<file path="src/rtl/blk_sync_pkg.sv">
// rtl/blk_sync_pkg.sv - shared block-grid geometry and counter width helper
package blk_sync_pkg;

    localparam int HBLKS_DEF = 10;
    localparam int VBLKS_DEF = 10;
    localparam int BW_DEF    = 30;
    localparam int BH_DEF    = 30;
    localparam int PIX_W     = 24;

    // Bits needed to hold 0..max (at least one bit).
    function automatic int cnt_w(input int max);
        return (max < 1) ? 1 : $clog2(max + 1);
    endfunction

endpackage

</file>
<file path="src/rtl/blk_sync_if.sv">
// rtl/blk_sync_if.sv - video timing in / masked pixel stream and strobes out
interface blk_sync_if;
    import blk_sync_pkg::*;

    logic             vs_i;
    logic             de_i;
    logic [PIX_W-1:0] data_i;
    logic             de_o;
    logic [PIX_W-1:0] wd_o;
    logic             h_save_o;
    logic             v_save_o;
    logic             line_err_o;
    logic             frame_err_o;

    modport master (
        output vs_i, de_i, data_i,
        input  de_o, wd_o, h_save_o, v_save_o, line_err_o, frame_err_o
    );

    modport slave (
        input  vs_i, de_i, data_i,
        output de_o, wd_o, h_save_o, v_save_o, line_err_o, frame_err_o
    );
endinterface

</file>
<file path="src/rtl/blk_sync_wrap_cnt.sv">
// rtl/blk_sync_wrap_cnt.sv - 0..MAX counter with clear priority and wrap flag
module wrap_cnt
    import blk_sync_pkg::*;
#(
    parameter int  MAX = 1,
    localparam int W   = cnt_w(MAX)
) (
    input  logic         clk_i,
    input  logic         rst_i,
    input  logic         clr,
    input  logic         inc,
    output logic [W-1:0] q,
    output logic         wrap
);

    logic [W-1:0] q_d;
    logic [W-1:0] q_q;

    assign wrap = inc && (q_q == W'(MAX));
    assign q    = q_q;

    // Clear beats increment; an increment at MAX rolls back to zero.
    always_comb begin
        q_d = q_q;
        if (clr) begin
            q_d = '0;
        end else if (wrap) begin
            q_d = '0;
        end else if (inc) begin
            q_d = q_q + 1'b1;
        end
    end

    // Counter register.
    always_ff @(posedge clk_i or posedge rst_i) begin
        if (rst_i) begin
            q_q <= '0;
        end else begin
            q_q <= q_d;
        end
    end

endmodule

</file>
<file path="src/rtl/blk_sync.sv">
// rtl/blk_sync.sv - region-masked pixel stream with block boundary strobes
module blk_sync
    import blk_sync_pkg::*;
#(
    parameter int HBLKS = HBLKS_DEF,
    parameter int VBLKS = VBLKS_DEF,
    parameter int BW    = BW_DEF,
    parameter int BH    = BH_DEF
) (
    input logic       clk_i,
    input logic       rst_i,
    blk_sync_if.slave bus
);

    localparam int PXW = cnt_w(BW - 1);
    localparam int HBW = cnt_w(HBLKS);
    localparam int LNW = cnt_w(BH - 1);
    localparam int VBW = cnt_w(VBLKS);

    logic [PXW-1:0] px;
    logic [HBW-1:0] hb;
    logic [LNW-1:0] ln;
    logic [VBW-1:0] vb;
    logic           px_wrap, hb_wrap, ln_wrap, vb_wrap;

    logic vs_q, de_q, armed_q, extra_q;
    logic armed_d, extra_d;
    logic de_o_q, de_o_d;
    logic [PIX_W-1:0] wd_q, wd_d;
    logic h_save_q, h_save_d, v_save_q, v_save_d;
    logic line_err_q, line_err_d, frame_err_q, frame_err_d;

    logic frame_start, vb_live, in_grid, pix_act, eol, line_clr, ln_inc;

    // Event decode; a frame start masks line-end and pixel work in that cycle.
    always_comb begin
        frame_start = bus.vs_i && !vs_q;
        vb_live     = (vb < VBW'(VBLKS));
        in_grid     = vb_live && (hb < HBW'(HBLKS));
        pix_act     = armed_q && !frame_start && bus.de_i && in_grid;
        eol         = armed_q && !frame_start && de_q && !bus.de_i;
        line_clr    = frame_start || eol;
        ln_inc      = eol && vb_live;
    end

    wrap_cnt #(.MAX(BW - 1)) u_px (
        .clk_i(clk_i), .rst_i(rst_i), .clr(line_clr), .inc(pix_act),
        .q(px), .wrap(px_wrap)
    );

    wrap_cnt #(.MAX(HBLKS)) u_hb (
        .clk_i(clk_i), .rst_i(rst_i), .clr(line_clr), .inc(px_wrap),
        .q(hb), .wrap(hb_wrap)
    );

    wrap_cnt #(.MAX(BH - 1)) u_ln (
        .clk_i(clk_i), .rst_i(rst_i), .clr(frame_start), .inc(ln_inc),
        .q(ln), .wrap(ln_wrap)
    );

    wrap_cnt #(.MAX(VBLKS)) u_vb (
        .clk_i(clk_i), .rst_i(rst_i), .clr(frame_start), .inc(ln_wrap),
        .q(vb), .wrap(vb_wrap)
    );

    // hb and vb increments are gated below their MAX, so they never wrap.
    logic unused_wraps;
    assign unused_wraps = hb_wrap | vb_wrap;

    // Next output values, sticky error flags and frame bookkeeping.
    always_comb begin
        de_o_d      = pix_act;
        wd_d        = pix_act ? bus.data_i : '0;
        h_save_d    = px_wrap;
        v_save_d    = ln_wrap;
        armed_d     = armed_q || frame_start;
        extra_d     = extra_q;
        line_err_d  = line_err_q;
        frame_err_d = frame_err_q;
        if (frame_start) begin
            extra_d     = 1'b0;
            line_err_d  = 1'b0;
            frame_err_d = armed_q && ((vb != VBW'(VBLKS)) || (ln != '0) ||
                                      extra_q || bus.de_i);
        end else begin
            if (armed_q && bus.de_i && vb_live && (hb == HBW'(HBLKS))) begin
                line_err_d = 1'b1;
            end
            if (eol && vb_live && ((hb != HBW'(HBLKS)) || (px != '0))) begin
                line_err_d = 1'b1;
            end
            // Lines after the grid is full still make the line count wrong.
            if (eol && !vb_live) begin
                extra_d = 1'b1;
            end
        end
    end

    // Output, edge-detect and flag registers.
    always_ff @(posedge clk_i or posedge rst_i) begin
        if (rst_i) begin
            vs_q        <= 1'b0;
            de_q        <= 1'b0;
            armed_q     <= 1'b0;
            extra_q     <= 1'b0;
            de_o_q      <= 1'b0;
            wd_q        <= '0;
            h_save_q    <= 1'b0;
            v_save_q    <= 1'b0;
            line_err_q  <= 1'b0;
            frame_err_q <= 1'b0;
        end else begin
            vs_q        <= bus.vs_i;
            de_q        <= bus.de_i;
            armed_q     <= armed_d;
            extra_q     <= extra_d;
            de_o_q      <= de_o_d;
            wd_q        <= wd_d;
            h_save_q    <= h_save_d;
            v_save_q    <= v_save_d;
            line_err_q  <= line_err_d;
            frame_err_q <= frame_err_d;
        end
    end

    assign bus.de_o        = de_o_q;
    assign bus.wd_o        = wd_q;
    assign bus.h_save_o    = h_save_q;
    assign bus.v_save_o    = v_save_q;
    assign bus.line_err_o  = line_err_q;
    assign bus.frame_err_o = frame_err_q;

endmodule
</file>
<file path="src/flat_wrapper.sv">
// flat-port wrapper written by rule: the top's interface ports become plain ports
module blk_sync_flat import blk_sync_pkg::*;
#(
    parameter int HBLKS = HBLKS_DEF,
    parameter int VBLKS = VBLKS_DEF,
    parameter int BW    = BW_DEF,
    parameter int BH    = BH_DEF
)
  (clk_i, rst_i, bus_vs_i, bus_de_i, bus_data_i, bus_de_o, bus_wd_o, bus_h_save_o, bus_v_save_o, bus_line_err_o, bus_frame_err_o);
  blk_sync_if bus_i ();
  input logic clk_i;
  input logic rst_i;
  input wire logic [$bits(bus_i.vs_i)-1:0] bus_vs_i;
  input wire logic [$bits(bus_i.de_i)-1:0] bus_de_i;
  input wire logic [$bits(bus_i.data_i)-1:0] bus_data_i;
  output wire logic [$bits(bus_i.de_o)-1:0] bus_de_o;
  output wire logic [$bits(bus_i.wd_o)-1:0] bus_wd_o;
  output wire logic [$bits(bus_i.h_save_o)-1:0] bus_h_save_o;
  output wire logic [$bits(bus_i.v_save_o)-1:0] bus_v_save_o;
  output wire logic [$bits(bus_i.line_err_o)-1:0] bus_line_err_o;
  output wire logic [$bits(bus_i.frame_err_o)-1:0] bus_frame_err_o;
  assign bus_i.vs_i = bus_vs_i;
  assign bus_i.de_i = bus_de_i;
  assign bus_i.data_i = bus_data_i;
  assign bus_de_o = bus_i.de_o;
  assign bus_wd_o = bus_i.wd_o;
  assign bus_h_save_o = bus_i.h_save_o;
  assign bus_v_save_o = bus_i.v_save_o;
  assign bus_line_err_o = bus_i.line_err_o;
  assign bus_frame_err_o = bus_i.frame_err_o;
  blk_sync #(.HBLKS(HBLKS), .VBLKS(VBLKS), .BW(BW), .BH(BH)) u_core (.clk_i(clk_i), .rst_i(rst_i), .bus(bus_i));
endmodule
</file>
<file path="config.mk">
export PLATFORM = sky130hd
export DESIGN_NAME = blk_sync_flat
export DESIGN_NICKNAME = d
export VERILOG_FILES = /design/src/rtl/blk_sync_pkg.sv /design/src/rtl/blk_sync_if.sv /design/src/rtl/blk_sync_wrap_cnt.sv /design/src/rtl/blk_sync.sv /design/src/flat_wrapper.sv
export SDC_FILE = /design/constraint.sdc
export NUM_CORES = 1
export LEC_CHECK = 0
export CAP_MARGIN = 20
export CORE_MARGIN = 4
export CORE_UTILIZATION = 48
export CTS_CLUSTER_DIAMETER = 40
export DETAILED_ROUTE_END_ITERATION = 10
export GPL_TIMING_DRIVEN = 0
export PLACE_DENSITY = 0.8
export SLEW_MARGIN = 20
export SYNTH_ARGS = -nofsm -noshare
export SYNTH_HDL_FRONTEND = slang
export SYNTH_HIERARCHICAL = 1
export SYNTH_SLANG_ARGS = --single-unit
export TNS_END_PERCENT = 1
</file>
<file path="constraint.sdc">
create_clock -name clk_i -period 3 [get_ports clk_i]
set_input_delay 0.3 -clock clk_i [delete_from_list [all_inputs] [get_ports clk_i]]
set_output_delay 0.3 -clock clk_i [all_outputs]
set_load 0.01 [all_outputs]
</file>
==> summary.md, run 1 <==
| Metric | Value |
|---|---|
| Hold Vio Cnt, Final | `0` |
| DRC | `0` |
| # IOs | `57` |
| Nets | `292` |
| TritonRoute pass-1 iters | `4` |
| Global route hottest layer | `met2` |
| Clock sinks | `51` |
| Crit path capture type | `flop` |
| Synthesized area per cell | `11.7 µm²` |
| Hpwl dp | `3330 µm` |
| Yosys warnings | `6` |
| Post-CTS Resized | `0` |
| Die area | `0.00586 mm²` |
| Chip Width | `76.5 µm` |
| Syn Std Cell Area | `0.00225 mm²` |
| Reg2Reg Setup Slack | `0.36 ns` |
| Power Density | `488 mW/mm²` |
| Antenna Cells | `0` |
| Initial antenna violation count | `0` |
| Fillcell total | `332` |
| Startpoint types | `input pin` |
| Vias in the first global route | `1574` |
| Core area | `0.00444 mm²` |
| Hold_buf cts | `0` |
| Post-DRT Antenna Nets | `0` |
| GRT met1 Usage | `22.0%` |
| Setup Fix Bufs, Post-CTS | `0` |
| Slowest stage delay, CP | `0.44 ns` |
| Final Slew Violations | `0` |
| Crit-path cells | `clkdlybuf4s50_1, nand2b_2, inv_1, or3_1, nor2_1, and3_4, and3_2, nand2_1, or3b_1, a21oi_2` |
| Slew at the pin closest to its max-slew limit | `0.684 ns` |
| Via-per-instance ratio | `5.19` |
| Net Switching | `0.315 mW` |
| Pin count of the biggest net entering global routing | `34` |
| Port bufs | `56` |
| Initial DRC Count | `102` |
| Worst Hold Class | `in2async` |
| VDD IR-drop max | `0.202 mV` |
| Crit path kind | `in2reg` |
| M3 GR Usage | `2.84%` |
| Global-route wire length before repair | `7950 µm` |
| Final number of setup-violating endpoints | `0` |
| Chip height | `76.5 µm` |
| Hold WS | `0.362 ns` |
| # H-tree levels | `2` |
| Vias after detailed routing | `1603` |
| Max Clk Rate | `0.366 GHz` |
| Tmin final | `2.74 ns` |
| Final total power | `1.47 mW` |
| Power share of the sequential group | `50.3%` |
| Max Cap Viol | `0` |
| GPL Wtd Cong | `0.796` |
| Total CTS buffers | `5` |
| Clock Power Share | `37.1%` |
| Grt ovf | `0` |
| Data arrival, critical path | `2.96 ns` |
| GRT Overall Usage | `16.8%` |
| Starting Density | `50.7%` |
| CTS tree | `yes` |
| Unrepaired setup endpoints after global routing | `no` |
| CTS Root Cell | `clkbuf_8` |
| Setup Skew | `0.00200 ns` |
| Core Rows | `24` |
| Crit path max fanout | `11` |
| Comb pwr share | `12.6%` |
| Slew headroom | `54.3%` |
| Clock Tree Buf Depth | `2` |
| Wirelength, routed | `4690 µm` |
| CP max stage cell | `clkdlybuf4s50_1` |
| WP data required | `3.23 ns` |
| Layout cells sized above 1 | `15.6%` |
| TNS Setup | `0 ns` |
| GR Layer Usage met2 | `28.1%` |
| Synthesis-to-layout area growth | `33.6%` |
| CTS clk-pin slew, worst paths | `0.09 ns` |
| Routed len/inst | `15.2 µm` |
| Mapped Nets | `229` |
| Clk_lat worst skew | `0.29 ns` |
| Status | `finished, final reports clean` |
| Syn Inst Count | `193` |
| Final period utilization | `91.2%` |
| Internal power | `1.16 mW` |
| Lkg Pwr | `1.41 nW` |
| Sw Share | `21.4%` |
[stage by stage]
step | setup WS, ns | instances | cell area [µm²] | util (%)
floorplan | 0.742 | 193 | 2250 | -
global placement | 0.00393 | 301 | 2880 | 64.8
detailed placement | -0.0142 | 301 | 2880 | 64.8
CTS | 0.260 | 309 | 3010 | 67.8
global route | 0.107 | 309 | 3010 | 67.8
finish | 0.265 | 309 | 3010 | 67.8
[metal layers]
layer,routed length [µm],up-vias,share of wire [%]
li1,-,783,-
met2,2360,39,50
met4,48,0,1.0
met5,0,-,0
met1,2110,777,45
met3,169,4,3.6
[path summary, 6_finish.rpt]
| path | cells past startpoint | startpoint | to |
|---|---|---|---|
| min in group clk_i | 1 | bus_vs_i | u_core/vs_q$_DFF_PP0_ |
| max reg2reg | 9 | u_core/vs_q$_DFF_PP0_ | u_core/u_vb/q[2]$_DFFE_PP0P_ |
| min | 2 | rst_i | u_core/u_hb/q[2]$_DFFE_PP0P_ |
| max in group asynchronous | 2 | rst_i | u_core/bus.wd_o[21]$_DFF_PP0_ |
| min reg2reg | 2 | u_core/extra_q$_DFFE_PP0P_ | u_core/extra_q$_DFFE_PP0P_ |
| max | 10 | bus_vs_i | u_core/u_vb/q[2]$_DFFE_PP0P_ |
[layout make-up]
cell class / count / area [µm²] / share of cell area (%)
inverters: 10 / 37.5 / 1.25
repair buffers: 56 / 561 / 18.6
well taps: 52 / 65.1 / 2.16
multi-input cells: 130 / 918 / 30.5
plain buffers: 2 / 22.5 / 0.748
clock inverters: 2 / 60.1 / 1.99
clock buffers: 6 / 72.6 / 2.41
flip-flops and latches: 51 / 1280 / 42.4
[critical path: cells and delay by family]
family                 cells  cell delay [ns]
buffers and inverters      2             0.63
AOI/OAI and AO/OA          1             0.12
and+or+nand+nor            7             1.91
[power by group through the flow]
stage | combinational (mW) | sequential [mW] | clock, mW
detailed placement | 0.187 | 0.754 | 0
global placement | 0.183 | 0.752 | 0
finish | 0.185 | 0.740 | 0.545
CTS | 0.189 | 0.740 | 0.558
global route | 0.205 | 0.745 | 0.584
floorplan | 0.0771 | 0.760 | 0
[sequential cells by signal (all words and copies together) (netlist names)]
register / cells
u_core/armed_q: 1
u_core/bus.de_o: 1
u_core/bus.frame_err_o: 1
u_core/bus.h_save_o: 1
u_core/bus.line_err_o: 1
u_core/bus.v_save_o: 1
u_core/bus.wd_o: 24
u_core/de_q: 1
u_core/extra_q: 1
u_core/u_hb/q: 4
u_core/u_ln/q: 5
u_core/u_px/q: 5
u_core/u_vb/q: 4
u_core/vs_q: 1
[cells in the final DEF, fill, tap and decap left out, drive strengths merged]
master and instances:
a31o 2, o211ai 1, and4b 2, inv 10, nor4bb 1, nand2b 6, or3 1, ha 8
or2b 4, or3b 2, clkbuf 6, nand3b 2, nor2 8, o41ai 1, dfrtp 51, and2 24
o21ai 11, and3 6, o211a 2, o21a 1, clkdlybuf4s50 56, xor2 4, bufinv 2, nand3 2
buf 2, nor4b 2, a21boi 2, nor4 1, nand4 2, nand2 17, nor3 3, a21oi 13
nand4b 2
Note: power is estimated with default switching activity, not from simulation.
==> run 2, diff against run 1 <==
--- a/config.mk
+++ b/config.mk
@@ -5,6 +5,7 @@
 export SDC_FILE = /design/constraint.sdc
 export NUM_CORES = 1
 export LEC_CHECK = 0
+export ABC_CLOCK_PERIOD_IN_PS = 3000
 export CAP_MARGIN = 20
 export CORE_MARGIN = 4
 export CORE_UTILIZATION = 48
==> constraint.sdc (replaced) <==
create_clock -name clk_i -period 3 [get_ports clk_i]
set_input_delay 0.45 -clock clk_i [delete_from_list [all_inputs] [get_ports clk_i]]
set_output_delay 0.45 -clock clk_i [all_outputs]
set_load 0.01 [all_outputs]
==> run 2 against run 1 <==
  * Die area unchanged
  * Combinational power barely moved
  * Global-route usage unchanged
  * Clock-buffer cell count is the same
  * Sequential share of layout area hardly changed
  * Fmax shrank 1.6%
  * Final cell count did not move
  * Clock power barely moved
  * Setup slack worse by 0.045 ns
==> summary.md, run 2 (same netlist as run 1, synthesis figures left out) <==
| Metric | Value |
|---|---|
| Status | `finished, final reports clean (unchanged)` |
| Fillcell total | `332 (unchanged)` |
| Place WS | `-0.164 ns (was -0.0142 ns)` |
| Setup Fix Bufs, Post-CTS | `0 (unchanged)` |
| Antenna Cells | `0 (unchanged)` |
| Final worst slack | `0.220 ns (was 0.265 ns)` |
| Power share of the sequential group | `50.3% (about the same)` |
| Crit path capture type | `flop (unchanged)` |
| Hold_buf cts | `0 (unchanged)` |
| Util after Layout | `67.8% (about the same)` |
| Starting Density | `50.7% (unchanged)` |
| Leading cell type in the layout, fill and taps excluded | `clkdlybuf4s50_1 (unchanged)` |
| DRC | `0 (unchanged)` |
| Port bufs | `56 (unchanged)` |
| Final Slew Violations | `0 (unchanged)` |
| # H-tree levels | `2 (unchanged)` |
| Clk_lat worst skew | `0.29 ns (about the same)` |
| Grt ovf | `0 (unchanged)` |
| TritonRoute pass-1 iters | `4 (unchanged)` |
| Reg2Reg Setup Slack | `0.46 ns (was 0.36 ns)` |
| Slew headroom | `54.3% (about the same)` |
| Max FFs per register | `24 (unchanged)` |
| Core Rows | `24 (unchanged)` |
| Clock Power Share | `37.0% (was 37.1%)` |
| Placed Instance Area | `0.00288 mm² (unchanged)` |
| Sw Share | `21.4% (about the same)` |
| Internal power | `1.16 mW (about the same)` |
| Core area | `0.00444 mm² (unchanged)` |
| # IOs | `57 (unchanged)` |
| Most frequent cells in the layout | `clkdlybuf4s50_1, dfrtp_1, nand2_1, and2_2, a21oi_1 (unchanged)` |
| CTS tree | `yes (unchanged)` |
| Startpoint types | `input pin (unchanged)` |
| CTS clk-pin slew, worst paths | `0.09 ns (about the same)` |
| WP data required | `3.23 ns (about the same)` |
| Slowest stage delay, CP | `0.44 ns (about the same)` |
| TNS Setup | `0 ns (unchanged)` |
| GPL Wtd Cong | `0.796 (unchanged)` |
| FF-to-FF path depth | `9 (unchanged)` |
| Total CTS buffers | `5 (unchanged)` |
| Die area | `0.00586 mm² (unchanged)` |
| CTS Root Cell | `clkbuf_8 (unchanged)` |
| VDD IR-drop max | `0.203 mV (was 0.202 mV)` |
| Crit-path cells | `clkdlybuf4s50_1, nand2b_2, inv_1, or3_1, nor2_2, and3_4, and3_2, nand2_1, or3b_1, a21oi_2 (was clkdlybuf4s50_1, nand2b_2, inv_1, or3_1, nor2_1, and3_4, and3_2, nand2_1, or3b_1, a21oi_2)` |
| GRT Overall Usage | `16.8% (unchanged)` |
| R2r startpoint | `u_core/vs_q$_DFF_PP0_ (unchanged)` |
| Reg2reg end | `u_core/u_vb/q[2]$_DFFE_PP0P_ (unchanged)` |
| Clock Tree Buf Depth | `2 (unchanged)` |
| Chip Width | `76.5 µm (unchanged)` |
| Post-CTS Resized | `0 (unchanged)` |
| Max Clk Rate | `0.360 GHz (was 0.366 GHz)` |
| Final number of setup-violating endpoints | `0 (unchanged)` |
| Lkg Pwr | `1.41 nW (about the same)` |
| Chip height | `76.5 µm (unchanged)` |
| Clock sinks | `51 (unchanged)` |
| Hpwl dp | `3330 µm (unchanged)` |
| Wirelength, routed | `4680 µm (was 4690 µm)` |
| Post-DRT Antenna Nets | `0 (unchanged)` |
| Hold Vio Cnt, Final | `0 (unchanged)` |
| Crit path max fanout | `11 (unchanged)` |
| Setup Skew | `0.00380 ns (was 0.00200 ns)` |
| Final Instance Area | `0.00302 mm² (was 0.00301 mm²)` |
| Pin count of the biggest net entering global routing | `34 (unchanged)` |
| Buffers plus inverters on the worst setup path | `2 (unchanged)` |
| Final period utilization | `92.7% (was 91.2%)` |
| Max Cap Viol | `0 (unchanged)` |
| Vias after detailed routing | `1598 (was 1603)` |
| Crit path kind | `in2reg (unchanged)` |
| Vias in the first global route | `1574 (unchanged)` |
| Worst Hold Class | `in2async (unchanged)` |
| Hold WS | `0.512 ns (was 0.362 ns)` |
| Data arrival, critical path | `3.01 ns (was 2.96 ns)` |
| Synthesis-to-layout area growth | `33.7% (was 33.6%)` |
| Net Switching | `0.315 mW (about the same)` |
| Routed len/inst | `15.1 µm (was 15.2 µm)` |
| Slew at the pin closest to its max-slew limit | `0.684 ns (about the same)` |
| Nets | `292 (unchanged)` |
| Initial antenna violation count | `0 (unchanged)` |
| Power Density | `488 mW/mm² (about the same)` |
| Via-per-instance ratio | `5.17 (was 5.19)` |
| CP max stage cell | `clkdlybuf4s50_1 (unchanged)` |
| Initial DRC Count | `90 (was 102)` |
| Global-route wire length before repair | `7950 µm (unchanged)` |
| Layout cells sized above 1 | `16.0% (was 15.6%)` |
| Comb pwr share | `12.6% (about the same)` |
| Crit-path leading delay family | `simple AND/OR/NAND/NOR gates (unchanged)` |
| Tmin final | `2.78 ns (was 2.74 ns)` |
| Unrepaired setup endpoints after global routing | `no (unchanged)` |
## run 2: worst register-to-register path: stages (launching register included)
cell      delay, ns
dfrtp_1        0.32
nand2b_2       0.17
inv_1          0.19
or3_1          0.43
nor2_2         0.23
and3_4         0.26
and3_2         0.30
nand2_1        0.09
or3b_1         0.37
a21oi_2        0.12
## run 2: metrics by stage
step / std cells / power, mW
floorplan: 193 / 0.838
global route: 309 / 1.53
finish: 309 / 1.47
global placement: 301 / 0.935
detailed placement: 301 / 0.941
CTS: 309 / 1.49
## run 2: power by group through the flow
stage	sequential (mW)	combinational (mW)	clock, mW
floorplan	0.760	0.0771	0
global placement	0.752	0.183	0
detailed placement	0.754	0.187	0
CTS	0.740	0.189	0.558
global route	0.745	0.205	0.584
finish	0.740	0.186	0.545
## run 2: metal layers
metal	vias up	share of wire [%]	wire length, µm	GRT usage (%)
li1	783	-	-	-
met1	771	45	2090	22.0
met2	40	51	2380	28.1
met3	4	3.5	166	2.84
met4	0	1.0	48	5.98
met5	-	0	0	0
## run 2: final cells by class
cell class,count,area [µm²],share of cell area (%)
clock buffers,6,72.6,2.41
clock inverters,2,60.1,1.99
well taps,52,65.1,2.16
flip-flops and latches,51,1280,42.3
repair buffers,56,561,18.6
inverters,10,37.5,1.24
multi-input cells,130,921,30.5
plain buffers,2,22.5,0.747
## run 2: how the worst max path moves through the flow
stage | from | end | slack (ns) | depth (start not counted)
after floorplan | bus_vs_i | u_core/u_vb/q[2]$_DFFE_PP0P_ | 0.64 | 9
after global placement | bus_vs_i | u_core/u_vb/q[2]$_DFFE_PP0P_ | -0.15 | 10
after detailed placement | bus_vs_i | u_core/u_vb/q[2]$_DFFE_PP0P_ | -0.16 | 10
after CTS | bus_vs_i | u_core/u_vb/q[2]$_DFFE_PP0P_ | 0.11 | 10
after global routing | bus_vs_i | u_core/u_vb/q[2]$_DFFE_PP0P_ | 0.08 | 10
final | bus_vs_i | u_core/u_vb/q[2]$_DFFE_PP0P_ | 0.22 | 10
